===== src/rtl/mcp_pkg.sv =====
// Shared types and helpers for the MCP source-side send arbiter.
package mcp_pkg;

    typedef enum logic [1:0] {
        StIdle   = 2'd0,
        StSend   = 2'd1,
        StWaitLo = 2'd2,
        StWaitHi = 2'd3
    } state_e;

    localparam int unsigned StateW         = 2;
    localparam int unsigned TimeoutDefault = 64;

    // Minimum width of 1 so a single-entry index still has a bit.
    function automatic int unsigned clog2(input int unsigned n);
        int unsigned r;
        r = 0;
        while ((32'd1 << r) < n) begin
            r++;
        end
        return (r == 0) ? 1 : r;
    endfunction

endpackage


===== src/rtl/mcp_send_arb_if.sv =====
// Requester and MCP A-side handshake bundle for mcp_send_arb.
interface mcp_send_arb_if #(
    parameter int unsigned DWIDTH = 8,
    parameter int unsigned NREQ   = 4
);
    import mcp_pkg::*;

    localparam int unsigned IdW = clog2(NREQ);

    logic [NREQ-1:0]        req_valid;
    logic [NREQ*DWIDTH-1:0] req_data;
    logic [NREQ-1:0]        req_ready;
    logic                   aready;
    logic                   asend;
    logic [DWIDTH-1:0]      adatain;
    logic                   busy;
    logic [IdW-1:0]         gnt_id;
    logic                   timeout;

    // Requesters plus the mcp transmitter side.
    modport master (
        output req_valid, req_data, aready,
        input  req_ready, asend, adatain, busy, gnt_id, timeout
    );

    // The arbiter.
    modport slave (
        input  req_valid, req_data, aready,
        output req_ready, asend, adatain, busy, gnt_id, timeout
    );

endinterface


===== src/rtl/mcp_rr_arb.sv =====
// Combinational round-robin picker: first set request at or above ptr_i, with wrap.
module mcp_rr_arb
    import mcp_pkg::*;
#(
    parameter  int unsigned NREQ = 4,
    localparam int unsigned IdW  = clog2(NREQ)
) (
    input  logic [NREQ-1:0] req_i,
    input  logic [IdW-1:0]  ptr_i,
    output logic [NREQ-1:0] gnt_o,
    output logic [IdW-1:0]  idx_o,
    output logic            any_o
);

    localparam int unsigned SumW = IdW + 1;

    logic [SumW-1:0] sum;
    logic [IdW-1:0]  cand;

    always_comb begin
        gnt_o = '0;
        idx_o = '0;
        any_o = 1'b0;
        sum   = '0;
        cand  = '0;
        for (int unsigned i = 0; i < NREQ; i++) begin
            sum = {1'b0, ptr_i} + SumW'(i);
            if (sum >= SumW'(NREQ)) begin
                sum = sum - SumW'(NREQ);
            end
            cand = sum[IdW-1:0];
            if (!any_o && req_i[cand]) begin
                any_o       = 1'b1;
                gnt_o[cand] = 1'b1;
                idx_o       = cand;
            end
        end
    end

endmodule


===== src/rtl/mcp_send_arb.sv =====
// Source-side MCP send controller: round-robin grant, one word per asend/aready handshake.
// Optional watchdog enabled by defining MCP_ARB_TIMEOUT_EN.
module mcp_send_arb
    import mcp_pkg::*;
#(
    parameter int unsigned DWIDTH  = 8,
    parameter int unsigned NREQ    = 4,
    parameter int unsigned TIMEOUT = TimeoutDefault
) (
    input logic           clk_a,
    input logic           rstn_a,
    mcp_send_arb_if.slave bus
);

    localparam int unsigned IdW = clog2(NREQ);

    if (NREQ < 2 || NREQ > 16) begin : g_bad_nreq
        $error("mcp_send_arb: NREQ must be 2..16");
    end
    if (TIMEOUT < 2) begin : g_bad_timeout
        $error("mcp_send_arb: TIMEOUT must be at least 2");
    end

    state_e            state_q, state_d;
    logic [IdW-1:0]    ptr_q, ptr_d;
    logic [IdW-1:0]    gnt_id_q, gnt_id_d;
    logic [DWIDTH-1:0] adatain_q, adatain_d;
    logic              asend_q, asend_d;
    logic              busy_q, busy_d;
    logic              timeout_q, timeout_d;

    logic [NREQ-1:0]   arb_gnt;
    logic [IdW-1:0]    arb_idx;
    logic              arb_any;
    logic              grant;
    logic              expire;
    logic [DWIDTH-1:0] sel_data;

    mcp_rr_arb #(
        .NREQ (NREQ)
    ) u_rr_arb (
        .req_i (bus.req_valid),
        .ptr_i (ptr_q),
        .gnt_o (arb_gnt),
        .idx_o (arb_idx),
        .any_o (arb_any)
    );

    // Reset gating keeps req_ready quiet while rstn_a is held low.
    assign grant         = rstn_a && (state_q == StIdle) && bus.aready && arb_any;
    assign bus.req_ready = grant ? arb_gnt : '0;

    always_comb begin
        sel_data = '0;
        for (int unsigned i = 0; i < NREQ; i++) begin
            if (arb_gnt[i]) begin
                sel_data = bus.req_data[i*DWIDTH +: DWIDTH];
            end
        end
    end

`ifdef MCP_ARB_TIMEOUT_EN
    localparam int unsigned CntW = clog2(TIMEOUT);

    logic [CntW-1:0] cnt_q, cnt_d;

    // Cleared in IDLE and SEND, so every WAIT_LO entry starts from zero.
    always_comb begin
        cnt_d = '0;
        if (state_q == StWaitLo || state_q == StWaitHi) begin
            cnt_d = cnt_q + 1'b1;
        end
    end

    assign expire = (cnt_q == CntW'(TIMEOUT - 1));

    always_ff @(posedge clk_a or negedge rstn_a) begin
        if (!rstn_a) begin
            cnt_q <= '0;
        end else begin
            cnt_q <= cnt_d;
        end
    end
`else
    assign expire = 1'b0;
`endif

    always_comb begin
        state_d   = state_q;
        ptr_d     = ptr_q;
        gnt_id_d  = gnt_id_q;
        adatain_d = adatain_q;
        timeout_d = 1'b0;
        unique case (state_q)
            StIdle: begin
                if (grant) begin
                    adatain_d = sel_data;
                    gnt_id_d  = arb_idx;
                    ptr_d     = (arb_idx == IdW'(NREQ - 1)) ? '0 : arb_idx + 1'b1;
                    state_d   = StSend;
                end
            end
            StSend: state_d = StWaitLo;
            StWaitLo: begin
                if (!bus.aready) begin
                    state_d = StWaitHi;
                end else if (expire) begin
                    state_d   = StIdle;
                    timeout_d = 1'b1;
                end
            end
            StWaitHi: begin
                if (bus.aready) begin
                    state_d = StIdle;
                end else if (expire) begin
                    state_d   = StIdle;
                    timeout_d = 1'b1;
                end
            end
            default: state_d = StIdle;
        endcase
        asend_d = (state_d == StSend);
        busy_d  = (state_d != StIdle);
    end

    always_ff @(posedge clk_a or negedge rstn_a) begin
        if (!rstn_a) begin
            state_q   <= StIdle;
            ptr_q     <= '0;
            gnt_id_q  <= '0;
            adatain_q <= '0;
            asend_q   <= 1'b0;
            busy_q    <= 1'b0;
            timeout_q <= 1'b0;
        end else begin
            state_q   <= state_d;
            ptr_q     <= ptr_d;
            gnt_id_q  <= gnt_id_d;
            adatain_q <= adatain_d;
            asend_q   <= asend_d;
            busy_q    <= busy_d;
            timeout_q <= timeout_d;
        end
    end

    assign bus.asend   = asend_q;
    assign bus.adatain = adatain_q;
    assign bus.busy    = busy_q;
    assign bus.gnt_id  = gnt_id_q;
    assign bus.timeout = timeout_q;

endmodule


===== src/flat_wrapper.sv =====
// flat-port wrapper written by rule: the top's interface ports become plain ports
module mcp_send_arb_flat import mcp_pkg::*;
#(
    parameter int unsigned DWIDTH  = 8,
    parameter int unsigned NREQ    = 4,
    parameter int unsigned TIMEOUT = TimeoutDefault
)
  (clk_a, rstn_a, bus_req_valid, bus_req_data, bus_aready, bus_req_ready, bus_asend, bus_adatain, bus_busy, bus_gnt_id, bus_timeout);
  mcp_send_arb_if #(.DWIDTH(DWIDTH), .NREQ(NREQ)) bus_i ();
  input logic clk_a;
  input logic rstn_a;
  input wire logic [$bits(bus_i.req_valid)-1:0] bus_req_valid;
  input wire logic [$bits(bus_i.req_data)-1:0] bus_req_data;
  input wire logic [$bits(bus_i.aready)-1:0] bus_aready;
  output wire logic [$bits(bus_i.req_ready)-1:0] bus_req_ready;
  output wire logic [$bits(bus_i.asend)-1:0] bus_asend;
  output wire logic [$bits(bus_i.adatain)-1:0] bus_adatain;
  output wire logic [$bits(bus_i.busy)-1:0] bus_busy;
  output wire logic [$bits(bus_i.gnt_id)-1:0] bus_gnt_id;
  output wire logic [$bits(bus_i.timeout)-1:0] bus_timeout;
  assign bus_i.req_valid = bus_req_valid;
  assign bus_i.req_data = bus_req_data;
  assign bus_i.aready = bus_aready;
  assign bus_req_ready = bus_i.req_ready;
  assign bus_asend = bus_i.asend;
  assign bus_adatain = bus_i.adatain;
  assign bus_busy = bus_i.busy;
  assign bus_gnt_id = bus_i.gnt_id;
  assign bus_timeout = bus_i.timeout;
  mcp_send_arb #(.DWIDTH(DWIDTH), .NREQ(NREQ), .TIMEOUT(TIMEOUT)) u_core (.clk_a(clk_a), .rstn_a(rstn_a), .bus(bus_i));
endmodule

===== config.mk =====
export PLATFORM = sky130hd
export DESIGN_NAME = mcp_send_arb_flat
export DESIGN_NICKNAME = d
export VERILOG_FILES = /design/src/rtl/mcp_pkg.sv /design/src/rtl/mcp_send_arb_if.sv /design/src/rtl/mcp_rr_arb.sv /design/src/rtl/mcp_send_arb.sv /design/src/flat_wrapper.sv
export SDC_FILE = /design/constraint.sdc
export NUM_CORES = 1
export LEC_CHECK = 0
export CORE_ASPECT_RATIO = 0.8
export CORE_MARGIN = 2
export CORE_UTILIZATION = 55
export DETAILED_ROUTE_END_ITERATION = 12
export DONT_BUFFER_PORTS = 1
export PLACE_DENSITY = 0.78
export SLEW_MARGIN = 15
export SYNTH_ARGS = -nofsm -noshare
export SYNTH_HDL_FRONTEND = slang
export SYNTH_HIERARCHICAL = 1
export SYNTH_SLANG_ARGS = --single-unit

===== constraint.sdc =====
create_clock -name clk_a -period 8.1 [get_ports clk_a]
set_clock_uncertainty 0.15 [all_clocks]
set_input_delay 0.81 -clock clk_a [delete_from_list [all_inputs] [get_ports clk_a]]
set_output_delay 0.81 -clock clk_a [all_outputs]
set_load 0.02 [all_outputs]

# [After elaboration in Yosys (flattened, before gate mapping)]
# Cells that the tools add are included.
# W data, S select, Z words.
[op_classes] n_mul=0 order_cmp=12 eq_ne=5 addsub=8 shifts=0 n_bitwise=3 div=0 reduce_logical=16 mux=42
[ops] op="$mux W8" count=4
[ops] op="$mux W2" count=12
[ops] op="$mux W4" count=5
[ops] op="$lt A2 B3 Y1 const B" count=4
[ops] op="$mux W1" count=12
[ops] op="$or A4 B4 Y4" count=3
[ops] op="$logic_and A1 B1 Y1" count=10
[ops] op="$ge A3 B3 Y1 const B" count=3
[ops] op="$bmux W1 S2" count=4
[ops] op="$demux W1 S2" count=4
[ops] op="$ge A2 B1 Y1 const B" count=4
[ops] op="$pmux W2 S4" count=1
[ops] op="$sub A2 B1 Y2 const B" count=4
[ops] op="$add A2 B2 Y3 const B" count=2
[ops] op="$eq A2 B2 Y1 const B" count=3
[ops] op="$eq A2 B1 Y1 const B" count=2
[ops] op="$add A2 B1 Y3 const B" count=1
[ops] op="$ge A2 B3 Y1 const B" count=1
[ops] op="$logic_not A1 Y1" count=3
[ops] op="$add A2 B1 Y2 const B" count=1
[ops] op="$logic_not A2 Y1" count=1
[ops] op="$reduce_and A2 Y1" count=1
[ops] op="$reduce_bool A2 Y1" count=1
[totals] ram_bits=0 romBits=0 mem_count=0 wordCells=92 out_inout_bits=17 reg_bits=16 latch_bits=0 in_bits=39

# [Longest topological paths before layout]
[logic_depth] ltp_word=18 ltp_mapped=13 depth_no_buf=9

# [Modules after synthesis]
# The synthesis kept the hierarchy.
[modules_own_cells] module="mcp_send_arb" area_per_inst_um2=962.2 seq_area_each_um2=400.4 cells_each=102 n_inst=1
[modules_own_cells] module="mcp_rr_arb" area_per_inst_um2=419.2 seq_area_each_um2=0.0 cells_each=45 n_inst=1

# [Worst setup path before layout]
# No wires, ideal clock.
[synth_timing] path_kind="input port to output port" from="in bus_req_valid[2]" to="out bus_req_ready[3]" path_buffers=3 arrival_time_ps=2737 stages=8 required_ps=7140 path_slack_ps=4403 cell_sequence="mux4_2 > buf_6 > nor4b_4 > a22oi_1 > o21ai_0 > clkbuf_1 > clkbuf_1 > and3_1"
[synth_via] word_cells_on_any_way=27 cone_classes="mux: 17; bitwise: 3; reduce/logical: 7"
[synth_lines] item="from (decl)" line="flat_wrapper.sv:12" source="input wire logic [$bits(bus_i.req_valid)-1:0] bus_req_valid;"
[synth_lines] item="$bmux W1 S2" line="mcp_rr_arb.sv:32" source="if (!any_o && req_i[cand]) begin"
[synth_lines] item="$mux W1 (not written as such)" line="mcp_rr_arb.sv:32"
[synth_lines] item="$mux W1" line="mcp_rr_arb.sv:32"
[synth_lines] item="$logic_not A1 Y1" line="mcp_rr_arb.sv:32"
[synth_lines] item="$logic_and A1 B1 Y1" line="mcp_rr_arb.sv:32"
[synth_lines] item="$mux W1" line="mcp_rr_arb.sv:32"
[synth_lines] item="$logic_not A1 Y1" line="mcp_rr_arb.sv:32"
[synth_lines] item="$logic_and A1 B1 Y1" line="mcp_rr_arb.sv:32"
[synth_lines] item="$mux W1" line="mcp_rr_arb.sv:32"
[synth_lines] item="$logic_not A1 Y1" line="mcp_rr_arb.sv:32"
[synth_lines] item="$logic_and A1 B1 Y1" line="mcp_rr_arb.sv:32"
[synth_lines] item="$mux W4 *" line="mcp_rr_arb.sv:32"
[synth_lines] item="net u_core.arb_gnt[3]" line="mcp_send_arb.sv:32" source="logic [NREQ-1:0] arb_gnt;"
[synth_lines] item="$mux W4 *" line="mcp_send_arb.sv:51" source="assign bus.req_ready = grant ? arb_gnt : '0;"
[synth_lines] item="to (decl)" line="flat_wrapper.sv:15" source="output wire logic [$bits(bus_i.req_ready)-1:0] bus_req_ready;"
# The timed path passes the listed nets; every way through them passes the cells marked *. The select of a mux whose other input is x is not followed.

# [Worst setup path after layout]
[layout_timing] from="reg u_core.ptr_q[0]" to="out bus_req_ready[3]"
[layout_via] word_cells_on_any_way=62 cone_classes="add/sub: 7; order compare: 12; mux: 29; bitwise: 3; reduce/logical: 11"
[layout_lines] item="from (decl)" line="mcp_send_arb.sv:25" source="logic [IdW-1:0] ptr_q, ptr_d;"
[layout_lines] item="from (signal assigned)" line="mcp_send_arb.sv:137" source="ptr_q <= ptr_d;"
[layout_lines] item="branches (longest 13 deep; another with $add A2 B1 Y3)"
[layout_lines] item="$mux W4 *" line="mcp_rr_arb.sv:32"
[layout_lines] item="net u_core.arb_gnt[3]" line="mcp_send_arb.sv:32"
[layout_lines] item="$mux W4 *" line="mcp_send_arb.sv:51"
# Mark *: on every way through the listed nets, which the timed path passes. The select of a mux whose other input is x is not followed.

==> summary.txt <==
Primary FF master, synth: dfrtp_1
Starting Density: 0.5702
Slowest library cell on the worst path: o21ai_1
Hold WS: 60.07 ps
Seq/Total Area, Yosys: 0.2899
Layout cells sized above 1: 0.1357
Wire per inst: 17.11 um
Via density: 6.449
Most frequent cells in the layout: a21oi_1 (17), dfrtp_1 (16), inv_1 (14), nand2_1 (9)
Initial antenna violation count: 0
Worst path buffer plus inverter count: 1
Final WL: 3012 um
Crit-path max cell delay: 830 ps
Sw Pwr: 0.3226 mW
Hold WC Path Type: input port to async pin
Port Buffers: 0
Die width: 60.03 um
Final Util: 0.5687
Remaining DRCs: 0
ANT nets after route: 0
GR Util met3: 0.02653
Slew Limit Fails: 0
Crit-path leading delay family: compound AO/OA/AOI/OAI gates
Net count after synthesis: 192
Clock group share of total power: 0.079
Peak supply drop: 0.0002076 V
Ys async rst share: 1.000
Gr busiest metal: met2
Fin crit share: 0.5589
Slew @ Worst Pin: 1062 ps
Crit path cell chain: inv_1 > ha_1 > mux4_2 > and2b_2 > a22oi_1 > o21ai_1 > and3_1
Routability cong.: 0.8148
M1 GR Usage: 0.3135
Flop pwr share: 0.296
Critical setup path kind: flop to output port
CTS Buf Count: 3
Clock buffer depth: 2
CP endpoint kind: output port
Pint: 0.3290 mW
Worst Setup SP: u_core/ptr_q[0]
Row count: 16
Post-synth EDFFs: 0
M2 GR Usage: 0.3152
CP required: 7140 ps
Crit Reg-Reg Startpoint: u_core/ptr_q[0]
Final hold violation count: 0
Tot GR Track Use: 0.2131
Largest net degree at the start of global routing: 18
First-pass GRT wire length: 4802 um
Commonest non-fill, non-tap cell in the layout: a21oi_1
Pwr/cell area: 473.0 nW/um^2
Final total power: 0.6516 mW
CTS resizes: 0
First drt pass iteration count: 5
Max-capacitance violation count: 0
CTS tree: done
GRT overflow: 0
Yosys cell types: 36
Setup_tns: 0 ps
Area growth from synthesis to layout: -0.2718%
Startpoint Class: flop
Cell Area, Synth: 1381 um^2
Signal arrival time at the worst endpoint: 3570 ps
Reg clk slew, reported paths: 90 ps
Fill count: 214
# diodes: 0
CP max FO: 17
Synthesized area per cell: 9.397 um^2
H-tree Lvls: 1
Final critical-path required period: 4527 ps
Iteration-0 DRC Markers: 62
Sink Count: 16
Synthesized flop and latch total: 16
Combinational share of power: 0.625
Final nets: 186
I/O pins: 56
Final setup viols: 0
Root Driver: clkbuf_4
Worst slew margin: 0.2874
Setup Fix Bufs, Post-CTS: 0
Die Y: 48.83 um
Worst skew pair latency: 280 ps
Sw frac: 0.4951
Vias in the first global route: 1011
YS warnings: 6
Core area: 2422 um^2
Leakage: 0.5776 nW
Run status: finished clean
Highest clock rate: 220.9 MHz
Count of hold-fix buffers inserted at cts: 0
Vias: 1135
RSZ-0062 raised after global routing: no
Syn Inst Count: 147
Detail Placement HPWL: 2325 um
Die area: 2931 um^2
-- final timing paths --
path                                               to  slack [ps]  cells past startpoint
worst max-delay path                 bus_req_ready[3]        3570                      7
max in group asynchronous       u_core/bus.adatain[5]        7670                      0
worst min register to register      u_core/state_q[1]         440                      2
worst max register to register  u_core/bus.adatain[0]        4410                      9
min in group clk_a                  u_core/state_q[1]         440                      2
worst min-delay path            u_core/bus.adatain[4]          60                      0
-- flip-flops by register name, indices dropped and copies added, names as in the netlist --
register	count
u_core/bus.busy	1
u_core/bus.asend	1
u_core/bus.gnt_id	2
u_core/ptr_q	2
u_core/bus.adatain	8
u_core/state_q	2
-- metrics by stage --
step / setup WS (ps) / instance area, um^2 / cells
after detailed placement: 3911 / 1341 / 172
after global placement: 4066 / 1341 / 172
after global routing: 3314 / 1378 / 176
after floorplan: 4403 / 1381 / 147
after CTS: 3582 / 1378 / 176
final: 3573 / 1378 / 176
-- cells by family after synthesis --
kind of cell    after synthesis  share of synthesized area
mux                          11                     0.1295
buf+inv                      28                     0.1150
compound gates               53                     0.2545
fa+ha+maj                     6                    0.05435
flops                        16                     0.2899
other cells                   1                   0.002715
simple gates                 32                     0.1540
-- cell usage after synthesis (all sizes together) (2+ instances only) --
cell type | instances | area (um^2)
a21oi | 17 | 85.08
dfrtp | 16 | 400.4
inv | 15 | 58.81
nand2 | 10 | 45.04
a221o | 8 | 80.08
a22oi | 8 | 60.06
a31oi | 8 | 50.05
buf | 8 | 81.32
nand3b | 8 | 60.06
o21ai | 7 | 35.03
ha | 6 | 75.07
mux2 | 6 | 71.31
clkbuf | 5 | 18.77
and3 | 4 | 25.02
mux4 | 4 | 97.59
nor2 | 3 | 11.26
o211ai | 2 | 15.01
-- layer usage --
metal | up-vias | routed length [um]
met1 | 539 | 1353
met2 | 58 | 1408
met5 | - | 0
met3 | 2 | 221
li1 | 536 | -
met4 | 0 | 27
-- power groups by stage --
stage          clock network (mW)  logic [mW]  registers [mW]
2_1_floorplan                   0       0.365           0.176
3_3_place_gp                    0       0.386           0.192
4_1_cts                    0.0526       0.403           0.193
3_5_place_dp                    0       0.401           0.195
5_1_grt                    0.0562       0.452           0.199
6_report                   0.0515       0.407           0.193
-- area by class of cell --
class / instances / area, um^2 / area share
sequential: 16 / 400.4 / 0.2906
clock buffer: 4 / 36.28 / 0.02634
timing repair buffer: 2 / 15.01 / 0.01090
tap: 36 / 45.04 / 0.03270
multi-input combinational: 103 / 822.0 / 0.5967
inverter: 15 / 58.81 / 0.04269
No activity file was read; power rests on OpenSTA's default activity.
